===== src/rtl/conf_write_arbiter_pkg.sv =====
// conf_write_arbiter_pkg: shared config-file sizing and arbiter types.
package parameters;
    localparam int CONF_REGISTERS_SIZE = 16;
    localparam int CONF_BURST_MAX = 16;
    typedef enum logic [1:0] {IDLE, GRANT, BURST, DONE} conf_arb_state_t;
    typedef enum logic {OWN_HOST, OWN_SEQ} conf_owner_t;
endpackage


===== src/rtl/conf_write_arbiter_rr_pick.sv =====
// conf_rr_pick: 2-way requester pick; CONF_HOST_PRIORITY_EN selects fixed host priority.
module conf_rr_pick
    import parameters::*;
(
    input  logic        h_req,
    input  logic        s_req,
    input  conf_owner_t rr_last,
    output conf_owner_t winner
);
`ifdef CONF_HOST_PRIORITY_EN
    always_comb winner = h_req ? OWN_HOST : OWN_SEQ;
`else
    always_comb
        winner = (h_req && s_req) ? ((rr_last == OWN_HOST) ? OWN_SEQ : OWN_HOST)
               : h_req ? OWN_HOST : OWN_SEQ;
`endif
endmodule


===== src/rtl/conf_write_arbiter.sv =====
// conf_write_arbiter: shares the config register file write port between host and scheduler bursts.
// Define CONF_HOST_PRIORITY_EN for fixed host priority instead of round-robin.
module conf_write_arbiter
    import parameters::*;
#(
    parameter int CONF_REGS = CONF_REGISTERS_SIZE,
    parameter int DATA_W    = 32,
    parameter int LEN_W     = 5
) (
    input  logic              clk,
    input  logic              reset,
    input  logic              h_req,
    input  logic [31:0]       h_addr,
    input  logic [LEN_W-1:0]  h_len,
    output logic              h_ack,
    input  logic              h_wvalid,
    input  logic [DATA_W-1:0] h_wdata,
    output logic              h_wready,
    output logic              h_done,
    output logic              h_err,
    input  logic              s_req,
    input  logic [31:0]       s_addr,
    input  logic [LEN_W-1:0]  s_len,
    output logic              s_ack,
    input  logic              s_wvalid,
    input  logic [DATA_W-1:0] s_wdata,
    output logic              s_wready,
    output logic              s_done,
    output logic              s_err,
    output logic              wr_en_ext,
    output logic [31:0]       wr_addr_ext,
    output logic [DATA_W-1:0] wr_data_ext,
    output logic              busy
);
    localparam logic [31:0] ADDR_LIM = 32'(CONF_REGS);

    conf_arb_state_t   state_q, state_d;
    conf_owner_t       owner_q, owner_d, rr_last_q, rr_last_d, winner;
    logic [31:0]       cur_addr_q, cur_addr_d;
    logic [LEN_W-1:0]  remaining_q, remaining_d;
    logic              err_flag_q, err_flag_d;
    logic              wr_en_q, wr_en_d;
    logic [31:0]       wr_addr_q, wr_addr_d;
    logic [DATA_W-1:0] wr_data_q, wr_data_d;
    logic              start, beat, in_range, wvalid_sel, host_own;
    logic [DATA_W-1:0] wdata_sel;

    conf_rr_pick u_pick (
        .h_req   (h_req),
        .s_req   (s_req),
        .rr_last (rr_last_q),
        .winner  (winner)
    );

    always_ff @(posedge clk or negedge reset) begin
        if (!reset) state_q <= IDLE;
        else        state_q <= state_d;
    end

    always_comb begin
        state_d = state_q;
        case (state_q)
            IDLE:    state_d = (h_req || s_req) ? GRANT : IDLE;
            GRANT:   state_d = (remaining_q == '0) ? DONE : BURST;
            BURST:   state_d = (beat && remaining_q == LEN_W'(1)) ? DONE : BURST;
            default: state_d = IDLE;
        endcase
    end

    always_comb begin
        host_own = (owner_q == OWN_HOST);
        h_ack    = (state_q == GRANT) && host_own;
        s_ack    = (state_q == GRANT) && !host_own;
        h_wready = (state_q == BURST) && host_own;
        s_wready = (state_q == BURST) && !host_own;
        h_done   = (state_q == DONE) && host_own;
        s_done   = (state_q == DONE) && !host_own;
        h_err    = h_done && err_flag_q;
        s_err    = s_done && err_flag_q;
        busy     = (state_q != IDLE);
    end

    // Owner's wready is high for the whole BURST state, so a beat is just owner wvalid there.
    always_comb begin
        wvalid_sel  = (owner_q == OWN_HOST) ? h_wvalid : s_wvalid;
        wdata_sel   = (owner_q == OWN_HOST) ? h_wdata : s_wdata;
        beat        = (state_q == BURST) && wvalid_sel;
        in_range    = cur_addr_q < ADDR_LIM;
        start       = (state_q == IDLE) && (h_req || s_req);
        owner_d     = start ? winner : owner_q;
        cur_addr_d  = start ? ((winner == OWN_HOST) ? h_addr : s_addr)
                    : beat ? cur_addr_q + 32'd1 : cur_addr_q;
        remaining_d = start ? ((winner == OWN_HOST) ? h_len : s_len)
                    : beat ? remaining_q - LEN_W'(1) : remaining_q;
        err_flag_d  = (state_q == DONE) ? 1'b0
                    : (((state_q == GRANT) && remaining_q == '0) || (beat && !in_range)) ? 1'b1
                    : err_flag_q;
        rr_last_d   = (state_q == DONE) ? owner_q : rr_last_q;
        wr_en_d     = beat && in_range;
        wr_addr_d   = wr_en_d ? cur_addr_q : wr_addr_q;
        wr_data_d   = wr_en_d ? wdata_sel : wr_data_q;
    end

    always_ff @(posedge clk or negedge reset) begin
        if (!reset) begin
            owner_q     <= OWN_HOST;
            rr_last_q   <= OWN_SEQ;
            cur_addr_q  <= '0;
            remaining_q <= '0;
            err_flag_q  <= 1'b0;
            wr_en_q     <= 1'b0;
            wr_addr_q   <= '0;
            wr_data_q   <= '0;
        end else begin
            owner_q     <= owner_d;
            rr_last_q   <= rr_last_d;
            cur_addr_q  <= cur_addr_d;
            remaining_q <= remaining_d;
            err_flag_q  <= err_flag_d;
            wr_en_q     <= wr_en_d;
            wr_addr_q   <= wr_addr_d;
            wr_data_q   <= wr_data_d;
        end
    end

    assign wr_en_ext   = wr_en_q;
    assign wr_addr_ext = wr_addr_q;
    assign wr_data_ext = wr_data_q;
endmodule


===== config.mk =====
export PLATFORM = sky130hd
export DESIGN_NAME = conf_write_arbiter
export DESIGN_NICKNAME = d
export VERILOG_FILES = /design/src/rtl/conf_write_arbiter_pkg.sv /design/src/rtl/conf_write_arbiter_rr_pick.sv /design/src/rtl/conf_write_arbiter.sv
export SDC_FILE = /design/constraint.sdc
export NUM_CORES = 1
export LEC_CHECK = 0
export ABC_AREA = 1
export CAP_MARGIN = 20
export CORE_MARGIN = 1.5
export CORE_UTILIZATION = 35
export CTS_BUF_LIST = sky130_fd_sc_hd__clkbuf_4
export CTS_CLUSTER_DIAMETER = 60
export DETAILED_ROUTE_END_ITERATION = 12
export DONT_BUFFER_PORTS = 1
export SLEW_MARGIN = 40
export SYNTH_ARGS = -nofsm -noshare
export SYNTH_HDL_FRONTEND = slang
export SYNTH_SLANG_ARGS = --single-unit

===== constraint.sdc =====
create_clock -name clk -period 1.6 [get_ports clk]
set_clock_uncertainty 0.05 [all_clocks]
set_input_delay 0.08 -clock clk [delete_from_list [all_inputs] [get_ports clk]]
set_output_delay 0.08 -clock clk [all_outputs]
set_load 0.01 [all_outputs]

### Yosys cells after proc, flatten, opt, wreduce, memory -nomap -nowiden

Index checks and enable logic that the tools add are counted.

* $add $sub $neg: 2
* multiply operators: 0
* div/mod/pow operators: 0
* magnitude comparators: 1
* equal/unequal tests: 4
* shift-type cells: 0
* mux-type cells: 17
* bitwise logic cells: 1
* reduce and logical (&&, ||, !) cells: 23

Operators with widths (number)
* $mux 32: 4
* $add 32x1->32 const B: 1
* $lt 32x5->1 const B: 1
* $logic_and 1x1->1: 15
* $mux 5: 3
* $mux 1: 9
* $pmux 2 s3: 1
* $reduce_bool 2->1: 3
* $eq 5x1->1 const B: 1
* $logic_not 5->1: 1
* $sub 5x1->5 const B: 1
* $eq 2x2->1 const B: 2
* $eq 2x1->1 const B: 1
* $logic_not 2->1: 1
* $logic_or 1x1->1: 2
* $logic_not 1->1: 1
* $not 1->1: 1

* flip-flop bits (word level): 107
* latch bits: 0
* RAM bits: 0
* memory bits (read-only): 0
* input bits: 144
* output and inout bits: 74
* word-level logic and storage cells: 57
* memories kept: 0

### Logic depth before layout (Yosys ltp)

Gate-level depths: netlist of run 1.

* word-level depth: 6
* depth in mapped cells: 11
* mapped depth without buffers: 10

### Hierarchy

Synthesis of run 1 repeated with hierarchy kept, for this count alone.

* cell total of the unflattened synthesis: 824
* area, all modules: 6045.8 µm²

Modules (own cells, without submodules)
* conf_write_arbiter: instances 1, cells an instance 821, area an instance 6034.5 µm², seq. area each 2678.8 µm²
* conf_rr_pick: instances 1, cells an instance 3, area an instance 11.3 µm², seq. area each 0.0 µm²

### Worst setup path before layout of run 1

OpenSTA, ideal clock, no wires.

* path kind: flip-flop to flip-flop
* from: register state_q[0]
* to: register cur_addr_q[8]
* setup time: 0.130 ns
* arrival: 1.454 ns
* required time: 1.420 ns
* setup slack: -0.033 ns
* cell stages (with the launch flop): 9
* buffers on the path: 2
* clock period less this slack: 1.633 ns
* cell sequence: dfrtp_1 -> inv_1 -> ha_1 -> o21ai_4 -> inv_2 -> buf_6 -> buf_2 -> o31ai_1 -> a21oi_1

* longest elaborated chain between the ends: 3
* elaborated cells on any way between the ends: 6
* classes of those cells: eq/ne (1); mux (1); reduce/logical (4)

Ends and longest elaborated chain
* from (decl): RTL line conf_write_arbiter.sv:37 `conf_arb_state_t state_q, state_d;`
* from (signal assigned): RTL line conf_write_arbiter.sv:57 `else state_q <= state_d;`
* $eq 2x2->1 / $logic_not 2->1 (equally long branches): RTL line conf_write_arbiter.sv:87, conf_write_arbiter.sv:89
* $logic_and 1x1->1, on equally long branches: RTL line conf_write_arbiter.sv:87, conf_write_arbiter.sv:89
* $reduce_bool 2->1 (no source line) / $mux 32 (equally long branches)
* to (signal assigned): RTL line conf_write_arbiter.sv:117 `cur_addr_q <= cur_addr_d;`
* to (decl): RTL line conf_write_arbiter.sv:39 `logic [31:0] cur_addr_q, cur_addr_d;`

Parallel ways exist; a longest one is shown, timed or not.
A chain may end at the register's enable or synchronous reset.

### Final worst setup path of run 1

* from: register state_q[1]
* to: register wr_addr_q[1] (netlist: wr_addr_ext[1])

* longest elaborated chain between the ends: 3

Ends and longest elaborated chain
* $eq 2x2->1: RTL line conf_write_arbiter.sv:87 `beat = (state_q == BURST) && wvalid_sel;`
* $logic_and 1x1->1: RTL line conf_write_arbiter.sv:87
* $logic_and 1x1->1: RTL line conf_write_arbiter.sv:99 `wr_en_d = beat && in_range;`
* to (signal assigned): RTL line conf_write_arbiter.sv:121 `wr_addr_q <= wr_addr_d;`
* to (decl): RTL line conf_write_arbiter.sv:43 `logic [31:0] wr_addr_q, wr_addr_d;`

Every way passes these cells.

==> metrics, run 1 <==
run status=complete, but fails checks; failing checks=hold timing, setup timing; Std-Cell Core Area=17180 um2; top-count cell post-synth=nand2_1; Final Cycle Share=110.6%; Initial Util=35.59%; GR Overflow Total=0; largest family of logic cells by synthesized area=simple AND/OR/NAND/NOR gates; Skew-Pair Late Insertion Delay=490 ps; cell area after synthesis=6113 um2; fin crit period=1770 ps; post-DR wirelength/cell=17.53 um; Synth Instances=827; Buffers on Ports=0; first drt pass iteration count=5; vias per inst=5.075; cell area after placement=6878 um2; area share of the leading cell type in the synthesized netlist=43.39%; Reg2Reg Depth=11; GP Congestion=0.9136; clock network fraction of total power=11.3%; Vias=6521; die width=135.2 um; initial antenna violation count=0; Post-DRT Antenna Nets=0; clk buf depth=2; Multi-input gate area=3567 um2; nets=1208; Slew Viols, Final=0; Top Ports=218; placed cells=1091; syn avg cell area=7.392 um2; Clk Tree Root Cell=clkbuf_4; detailed placement HPWL=12610 um; antenna cells=0; Netlist cell types=39; full die area=18270 um2; CTS Sinks=107; largest net degree at the start of global routing=108; CP Max Fanout=8; area grow syn2layout=59.17%; Yosys warnings=0; Max Freq=565.1 MHz; NetSw=5.878 mW; Final setup viols=105; CTS Buf Count=9; Std-Cell Rows=48; PwrDens=1390 nW/um2; Post-Synth Simple-Gate Area=29.92%; Area contributors post-synth=dfrtp_1, nand2_1, nor2_1; mux share of post-synthesis cell area=5.239%; Post-Route WL=22530 um; DIE HEIGHT=135.2 um; Post-Synth Adder-Cell Area=1.842%; final std cells w/o fill=1285; final hold violations=107; number of global-route vias before repair=6554; combinational share of power=61.5%; All-Layer GR Usage=23.23%; worst hold path class=in -> async; sequential share of power=27.2%; drt initial violations=325; overall power=13.53 mW; crit path kind=reg -> reg; normalized max-slew margin=80.29%; Fin Setup TNS=-13400 ps; Pleak=4.622 nW; largest area contributor in the netlist=dfrtp_1; P_int=7.650 mW; net count after synthesis=980; sequential fraction of the synthesis area=43.82%; Net Sw Frac=43.45%; first-pass GRT wire length=32990 um; Worst Path Required=1940 ps; Max VDD drop=1.192 mV; Finished Core Util=56.65%; startpoint types=flop; Worst-Margin Slew=287.4 ps; Seq. cell area=2680 um2; DRC violations left=0; hold_buf cts=141; post-synthesis xor/xnor area fraction=0.5731%; H-tree levels=3; final instance area=9731 um2; fillers=1448; worst path arrival time=2110 ps; Synth top cells by count=nand2_1, nor2_1, dfrtp_1; Post-synth EDFFs=0; CP endpoint kind=flop; Synth Area in Compound Gates=10.81%; layout cells sized above 1=27.45%; CTS tree=done; clock slew at reported path FFs=190 ps; FFs w/ async S/R, synth=100.0%; worst hold slack=-782.3 ps; Max Cap Viol=0; final worst setup slack=-169.6 ps; #FFs+latches synth=107; RSZ-0062 raised after global routing=true; ys flop type=dfrtp_1
==> worst max-delay path, cell delays in order (launching register included) <==
cell and delay, ps:
dfrtp_1 470, buf_6 140, ha_4 170, nand3_4 90
nand2_4 70, buf_6 120, nand4_4 110, buf_6 140
clkinv_8 70, buf_12 160, nand2_4 50, nand2_1 40
==> layout make-up <==
cell class,count,area share [%]
multi-input cells,606,36.66
clock buffers,9,0.6944
flip-flops and latches,107,27.54
repair buffers,254,28.07
clock inverters,7,0.8615
inverters,77,3.279
well taps,225,2.893
==> power groups by stage <==
| stage | clock network [mW] | registers, mW | logic [mW] |
|---|---|---|---|
| floorplan | 0 | 3.74 | 3.63 |
| global placement | 0 | 3.69 | 5.90 |
| detailed placement | 0 | 3.70 | 5.97 |
| CTS | 1.57 | 3.65 | 7.38 |
| global route | 1.68 | 3.75 | 9.07 |
| finish | 1.53 | 3.67 | 8.32 |
==> what timing repair did <==
action                                  CTS  global route
hold endpoints to repair                178           107
gates cloned                              5            10
pin swaps                                13            17
endpoints found under the setup margin  109           113
buffers inserted                         17            13
resized for setup                        72           152
==> layer usage <==
metal  vias up  GRT usage, %  wire [um]
met5         -             0          0
met2       251         40.11      11310
met1      3138         28.20       9358
met4         0         9.498        450
li1       3094             -          -
met3        38         4.826       1412
==> stage by stage <==
step / hold WS [ps] / worst slack [ps]
final: -782.3 / -169.6
after global routing: -842.0 / -239.9
after CTS: -829.9 / -124.6
after detailed placement: -263.5 / -162.6
after global placement: -263.6 / -99.50
after floorplan: -265.6 / -25.83
==> path summary, 6_finish.rpt <==
kind,from,endpoint,slack (ps)
worst max-delay path,state_q[1],wr_addr_ext[1],-170
worst min-delay path,reset,wr_addr_ext[29],-780
worst max register to register,state_q[1],wr_addr_ext[1],-170
worst min register to register,rr_last_q,rr_last_q,510
max in group asynchronous,reset,rr_last_q,2050
min in group clk,s_req,owner_q,30
==> placed cells by master (no fill, tap or decap), types with 28 or more instances in the layout <==
cell type and count:
nor2_2 37, o21ai_2 33, inv_1 61, dfrtp_1 105, dlygate4sd3_1 141, a21oi_1 28
mux2i_1 32, nor2_1 90, nand3_1 35, nand2_1 209, buf_4 73
==> registers in the layout, summed over array words and instances (netlist names) <==
name,count
cur_addr_q,32
remaining_q,5
state_q,2
wr_data_ext,32
wr_en_ext,1
owner_q,1
err_flag_q,1
rr_last_q,1
wr_addr_ext,32
==> cell families (layout without fill, tap and decap cells) <==
group / after synthesis / count (layout)
buffers and inverters: 114 / 347
multiplexers: 32 / 32
flip-flops: 107 / 107
AND/OR/NAND/NOR: 437 / 437
XOR/XNOR: 4 / 4
AO/OA/AOI/OAI: 124 / 124
adder cells (fa/ha/maj): 9 / 9
Power figures use the tool's default switching activity.
==> inputs of run 2 (changes only) <==
--- a/config.mk
+++ b/config.mk
@@ -5,7 +5,6 @@
 export SDC_FILE = /design/constraint.sdc
 export NUM_CORES = 1
 export LEC_CHECK = 0
-export ABC_AREA = 1
 export CAP_MARGIN = 20
 export CORE_MARGIN = 1.5
 export CORE_UTILIZATION = 35
==> run 2 against run 1 <==
Synthesized cell count shrank 36%. Register-to-register slack lost 380 ps. The flow still finishes with violations (hold timing, setup timing). Largest cell class unchanged. Largest power group unchanged. Area after synthesis shrank 6.2%.
==> metrics, run 2 <==
Initial Util=35.98% (was 35.59%); post-DR wirelength/cell=22.55 um (was 17.53 um); cell area after placement=6526 um2 (was 6878 um2); Reg-to-Reg End=wr_data_ext[16] (was wr_addr_ext[1]); Post-DRT Antenna Nets=0 (unchanged); failing checks=hold timing, setup timing (unchanged); top-count cell post-synth=dfrtp_1 (was nand2_1); sequential share of power=30.2% (was 27.2%); die width=131.0 um (was 135.2 um); startpoint types=flop (unchanged); Std-Cell Core Area=15940 um2 (was 17180 um2); Buffers on Ports=0 (unchanged); first-pass GRT wire length=30910 um (was 32990 um); Max Cap Viol=0 (unchanged); Finished Core Util=59.94% (was 56.65%); FFs w/ async S/R, synth=100.0% (unchanged); CTS tree=done (unchanged); mux share of post-synthesis cell area=14.68% (was 5.239%); cell family with most CP delay=simple AND/OR/NAND/NOR gates (was buffers and inverters); number of global-route vias before repair=5692 (was 6554); Netlist cell types=50 (was 39); worst slack, placed=-530.6 ps (was -162.6 ps); crit path kind=reg -> reg (unchanged); CTS Buf Count=9 (unchanged); Post-Synth Simple-Gate Area=18.52% (was 29.92%); most frequent cells in the layout=dlygate4sd3_1, dfrtp_1, buf_4, mux2_4 (was nand2_1, dlygate4sd3_1, dfrtp_1, nor2_1, buf_4); GR Overflow Total=0 (unchanged); full die area=17160 um2 (was 18270 um2); met2 wire length=10770 um (was 11310 um); largest family of logic cells by synthesized area=simple AND/OR/NAND/NOR gates (unchanged); syn avg cell area=10.86 um2 (was 7.392 um2); Seq. cell area=2681 um2 (was 2680 um2); detailed placement HPWL=11770 um (was 12610 um); ys flop type=dfrtp_1 (unchanged); initial antenna violation count=1 (was 0); Multi-input gate area=3593 um2 (was 3567 um2); All-Layer GR Usage=24.09% (was 23.23%); Fin Setup TNS=-37190 ps (was -13400 ps); final hold violations=107 (unchanged); combinational share of power=57.6% (was 61.5%); worst hold path class=in -> async (unchanged); worst path arrival time=2470 ps (was 2110 ps); Synth Area in Compound Gates=12.52% (was 10.81%); largest area contributor in the netlist=dfrtp_1 (unchanged); DIE HEIGHT=131.0 um (was 135.2 um); normalized max-slew margin=72.29% (was 80.29%); first drt pass iteration count=5 (unchanged); slowest CP cell=dfrtp_1 (unchanged); Final setup viols=110 (was 105); sequential fraction of the synthesis area=46.71% (was 43.82%); clk buf depth=2 (unchanged); Worst Path Required=1920 ps (was 1940 ps); Synth Instances=528 (was 827); Synth top cells by count=dfrtp_1, mux2_2, and3_1 (was nand2_1, nor2_1, dfrtp_1); Final Cycle Share=134.2% (was 110.6%); run status=complete, but fails checks (unchanged); worst hold slack=-798.1 ps (was -782.3 ps); placed cells=780 (was 1091); FF-to-FF Start=cur_addr_q[31] (was state_q[1]); CP Max Fanout=6 (was 8); final worst setup slack=-546.9 ps (was -169.6 ps); Slew Viols, Final=0 (unchanged); Post-synth EDFFs=0 (unchanged); #FFs+latches synth=107 (unchanged); GP Congestion=0.8639 (was 0.9136); drt initial violations=297 (was 325); P_int=7.535 mW (was 7.650 mW); post-synthesis xor/xnor area fraction=1.680% (was 0.5731%); fin crit period=2147 ps (was 1770 ps); Reg2Reg Depth=6 (was 11); Post-Synth Adder-Cell Area=1.963% (was 1.842%); r2r setup slk=-550 ps (was -170 ps); CP endpoint kind=flop (unchanged); Cell Chain, Critical Path=nor4_2 > nand4_1 > nor3_4 > buf_6 > clkbuf_16 > mux2_4 (was buf_6 > ha_4 > nand3_4 > nand2_4 > buf_6 > nand4_4 > buf_6 > clkinv_8 > buf_12 > nand2_4 > nand2_1); overall power=12.52 mW (was 13.53 mW); Net Sw Frac=39.84% (was 43.45%); Top Metal Used=met4 (unchanged); nets=919 (was 1208); cell area after synthesis=5736 um2 (was 6113 um2); area share of the leading cell type in the synthesized netlist=46.25% (was 43.39%); H-tree levels=3 (unchanged); Vias=5577 (was 6521); Max VDD drop=0.8033 mV (was 1.192 mV); WL met1=9087 um (was 9358 um); Max Freq=465.8 MHz (was 565.1 MHz); net count after synthesis=681 (was 980); Std-Cell Rows=46 (was 48); PwrDens=1311 nW/um2 (was 1390 nW/um2); RSZ-0062 raised after global routing=true (unchanged); final std cells w/o fill=988 (was 1285); clock slew at reported path FFs=180 ps (was 190 ps); CTS Sinks=107 (unchanged); Skew-Pair Late Insertion Delay=490 ps (about the same); WP buf/inv=2 (was 5); NetSw=4.990 mW (was 5.878 mW); Top Ports=218 (unchanged); Pleak=4.085 nW (was 4.622 nW); Post-Route WL=22280 um (was 22530 um); clock network fraction of total power=12.2% (was 11.3%); Clk Tree Root Cell=clkbuf_4 (unchanged); largest net degree at the start of global routing=108 (unchanged); Worst-Margin Slew=413.1 ps (was 287.4 ps); Yosys warnings=0 (unchanged); most common cell after layout, fill and taps aside=dlygate4sd3_1 (was nand2_1); vias per inst=5.645 (was 5.075); Area contributors post-synth=dfrtp_1, mux2_2, and3_1 (was dfrtp_1, nand2_1, nor2_1); area grow syn2layout=66.60% (was 59.17%); fillers=1180 (was 1448); crit-path max cell delay=440 ps (was 470 ps); DRC violations left=0 (unchanged); hold_buf cts=138 (was 141); layout cells sized above 1=40.73% (was 27.45%); met3 WL post-DR=1652 um (was 1412 um); final instance area=9555 um2 (was 9731 um2)
## run 2: cell types whose count changed after synthesis, sizes merged, moves of 26 or more
cell    delta
mux2i     -27
inv       -69
and3      +36
nor2     -143
nand2    -214
a211oi    +26
nor2b     +31
mux2      +70
o21ai     -66
## run 2: worst max-delay path by stage
stage,end,startpoint,cells past startpoint
2_1_floorplan,cur_addr_q[29],state_q[0],7
3_3_place_gp,wr_data_ext[6],cur_addr_q[7],5
3_5_place_dp,wr_data_ext[9],cur_addr_q[19],5
4_1_cts,wr_data_ext[19],cur_addr_q[10],7
5_1_grt,wr_data_ext[21],cur_addr_q[31],6
6_report,wr_data_ext[16],cur_addr_q[31],6
## run 2: logic make-up (layout without fill, tap and decap cells)
kind of cell	Yosys count	in the layout
simple gates	172	174
other cells	0	1
buf+inv	50	291
fa+ha+maj	9	9
xor+xnor	11	11
flops	107	107
mux	75	75
compound gates	104	104
## run 2: power groups by stage
stage | registers (mW) | logic [mW] | clock network [mW]
final | 3.78 | 7.21 | 1.53
after global routing | 3.84 | 7.64 | 1.66
after CTS | 3.72 | 6.44 | 1.55
after detailed placement | 3.69 | 4.71 | 0
after global placement | 3.65 | 4.58 | 0
after floorplan | 3.76 | 2.70 | 0
## run 2: repair_timing
item / CTS / global route
resized for setup: 127 / 86
hold endpoints to repair: 176 / 107
gates cloned: 11 / 4
setup endpoints to repair: 114 / 113
pin swaps: 24 / 25
setup buffers: 24 / 20
## run 2: cell type report
| cell class | count | share of cell area, % |
|---|---|---|
| antenna | 1 | 0.02619 |
| clock buffer | 10 | 0.7856 |
| clock inverter | 6 | 0.7726 |
| inverter | 8 | 0.3928 |
| multi-input combinational | 373 | 37.61 |
| sequential | 107 | 28.06 |
| tap | 216 | 2.828 |
| timing repair buffer | 267 | 29.53 |
## run 2: per-layer routing
metal | vias to the layer above | GRT usage (%)
li1 | 2484 | -
met1 | 2766 | 28.28
met2 | 268 | 42.41
met3 | 59 | 4.886
met4 | 0 | 10.92
met5 | - | 0
==> inputs of run 3 (changes only) <==
==> constraint.sdc (replaced) <==
create_clock -name clk -period 1.6 [get_ports clk]
set_clock_uncertainty 0.05 [all_clocks]
set_input_delay 0.08 -clock clk [delete_from_list [all_inputs] [get_ports clk]]
set_output_delay 0.08 -clock clk [all_outputs]
set_load 0.02 [all_outputs]
==> run 3 against run 2 <==
The run still ends with hold timing, setup timing left. Largest cell class unchanged. Register-to-register slack better by 40 ps. Routed wire length down 2.4%. Critical endpoint is now wr_data_ext[23]. Setup slack better by 37 ps. Sequential share of layout area up 0.21 points.
==> metrics, run 3 (synthesis gave the netlist of run 2 again) <==
drt initial violations=318 (was 297); Initial Util=35.98% (unchanged); layout cells sized above 1=39.36% (was 40.73%); NetSw=4.937 mW (was 4.990 mW); run status=complete, but fails checks (unchanged); Buffers on Ports=0 (unchanged); overall power=12.44 mW (was 12.52 mW); Max Cap Viol=0 (unchanged); fillers=1243 (was 1180); RSZ-0062 raised after global routing=true (unchanged); sequential share of power=30.5% (was 30.2%); worst hold path class=in -> async (unchanged); GP Congestion=0.8388 (was 0.8639); clock network fraction of total power=12.4% (was 12.2%); placed cells=787 (was 780); full die area=17160 um2 (unchanged); worst hold slack=-806.3 ps (was -798.1 ps); normalized max-slew margin=65.27% (was 72.29%); post-DR wirelength/cell=21.80 um (was 22.55 um); most common cell after layout, fill and taps aside=dlygate4sd3_1 (unchanged); Skew-Pair Late Insertion Delay=490 ps (about the same); CTS tree=done (unchanged); nets=928 (was 919); Multi-input gate area=3472 um2 (was 3593 um2); Std-Cell Core Area=15940 um2 (unchanged); most frequent cells in the layout=dlygate4sd3_1, dfrtp_1, buf_4, buf_6 (was dlygate4sd3_1, dfrtp_1, buf_4, mux2_4); die width=131.0 um (unchanged); clk buf depth=2 (unchanged); first-pass GRT wire length=29710 um (was 30910 um); detailed placement HPWL=11690 um (was 11770 um); Slew Viols, Final=0 (unchanged); Final Cycle Share=131.9% (was 134.2%); GR Overflow Total=0 (unchanged); worst path arrival time=2440 ps (was 2470 ps); failing checks=hold timing, setup timing (unchanged); Final setup viols=111 (was 110); Seq. cell area=2681 um2 (unchanged); Pleak=4.129 nW (was 4.085 nW); final std cells w/o fill=997 (was 988); H-tree levels=3 (unchanged); DIE HEIGHT=131.0 um (unchanged); Max VDD drop=0.7599 mV (was 0.8033 mV); final worst setup slack=-510.2 ps (was -546.9 ps); Post-Route WL=21730 um (was 22280 um); vias per inst=5.567 (was 5.645); DRC violations left=0 (unchanged); Net Sw Frac=39.69% (was 39.84%); Worst Path Required=1930 ps (was 1920 ps); CP endpoint kind=flop (unchanged); final hold violations=107 (unchanged); clock slew at reported path FFs=190 ps (was 180 ps); number of global-route vias before repair=5488 (was 5692); CTS Buf Count=9 (unchanged); combinational share of power=57.1% (was 57.6%); fin crit period=2110 ps (was 2147 ps); startpoint types=flop (unchanged); All-Layer GR Usage=23.10% (was 24.09%); Clk Tree Root Cell=clkbuf_4 (unchanged); Max Freq=473.9 MHz (was 465.8 MHz); Std-Cell Rows=46 (unchanged); first drt pass iteration count=5 (unchanged); Worst-Margin Slew=517.8 ps (was 413.1 ps); Top Ports=218 (unchanged); crit path kind=reg -> reg (unchanged); PwrDens=1311 nW/um2 (about the same); area grow syn2layout=65.38% (was 66.60%); largest net degree at the start of global routing=108 (unchanged); Vias=5550 (was 5577); CTS Sinks=107 (unchanged); Post-DRT Antenna Nets=0 (unchanged); CP Max Fanout=7 (was 6); P_int=7.502 mW (was 7.535 mW); worst slack, placed=-511.3 ps (was -530.6 ps); initial antenna violation count=1 (unchanged)
-- run 3: power by group through the flow --
stage / clock network [mW] / logic (mW) / registers [mW]
final: 1.55 / 7.10 / 3.79
after global routing: 1.69 / 7.54 / 3.85
after CTS: 1.59 / 5.98 / 3.73
after detailed placement: 0 / 4.85 / 3.68
after global placement: 0 / 4.74 / 3.64
after floorplan: 0 / 2.76 / 3.76
-- run 3: critical path, cell delays in order, from the launching register on --
cell and delay [ps]:
dfrtp_2 480, nor4_4 330, nand4_1 210, nor3_4 240
buf_12 180, clkbuf_16 180, mux2_4 310
-- run 3: metal layers --
| metal | share of wire, % | global-route usage [%] |
|---|---|---|
| met5 | 0 | 0 |
| met4 | 2.3 | 9.955 |
| met1 | 40 | 27.44 |
| met3 | 7.3 | 4.764 |
| met2 | 50 | 40.44 |
-- run 3: area by class of cell --
type	instances	area share (%)
antenna	1	0.02638
sequential	107	28.27
clock inverter	6	0.8046
multi-input combinational	373	36.60
timing repair buffer	276	30.29
tap	216	2.849
inverter	8	0.3693
clock buffer	10	0.7915
-- run 3: stage by stage --
stage / instance area (um2) / util, % / TNS [ps] / hold slack, ps
after detailed placement: 6579 / 41.27 / -32880 / -262.9
after global routing: 9485 / 59.50 / -40010 / -876.0
after global placement: 6579 / 41.27 / -31430 / -263.5
after floorplan: 5823 / - / -9170 / -265.6
after CTS: 8930 / 56.01 / -26450 / -848.2
final: 9485 / 59.50 / -36040 / -806.3
-- run 3: worst paths after layout --
check | start | endpoint | slack, ps | cells after the start
min in group clk | h_addr[30] | cur_addr_q[30] | 10 | 3
hold reg to reg | remaining_q[1] | remaining_q[1] | 560 | 2
setup reg to reg | cur_addr_q[20] | wr_data_ext[23] | -510 | 6
hold / removal | reset | wr_addr_ext[22] | -810 | 0
max in group asynchronous | reset | rr_last_q | 2060 | 0
setup / recovery | cur_addr_q[20] | wr_data_ext[23] | -510 | 6
-- run 3: timing repair --
item | 4_1_cts | 5_1_grt
endpoints found under the hold margin | 178 | 113
buffers inserted | 26 | 21
cloned | 9 | 5
hold buffers | 139 | 2
endpoints found under the setup margin | 113 | 113
pin swaps | 25 | 28
gates resized for setup | 100 | 91
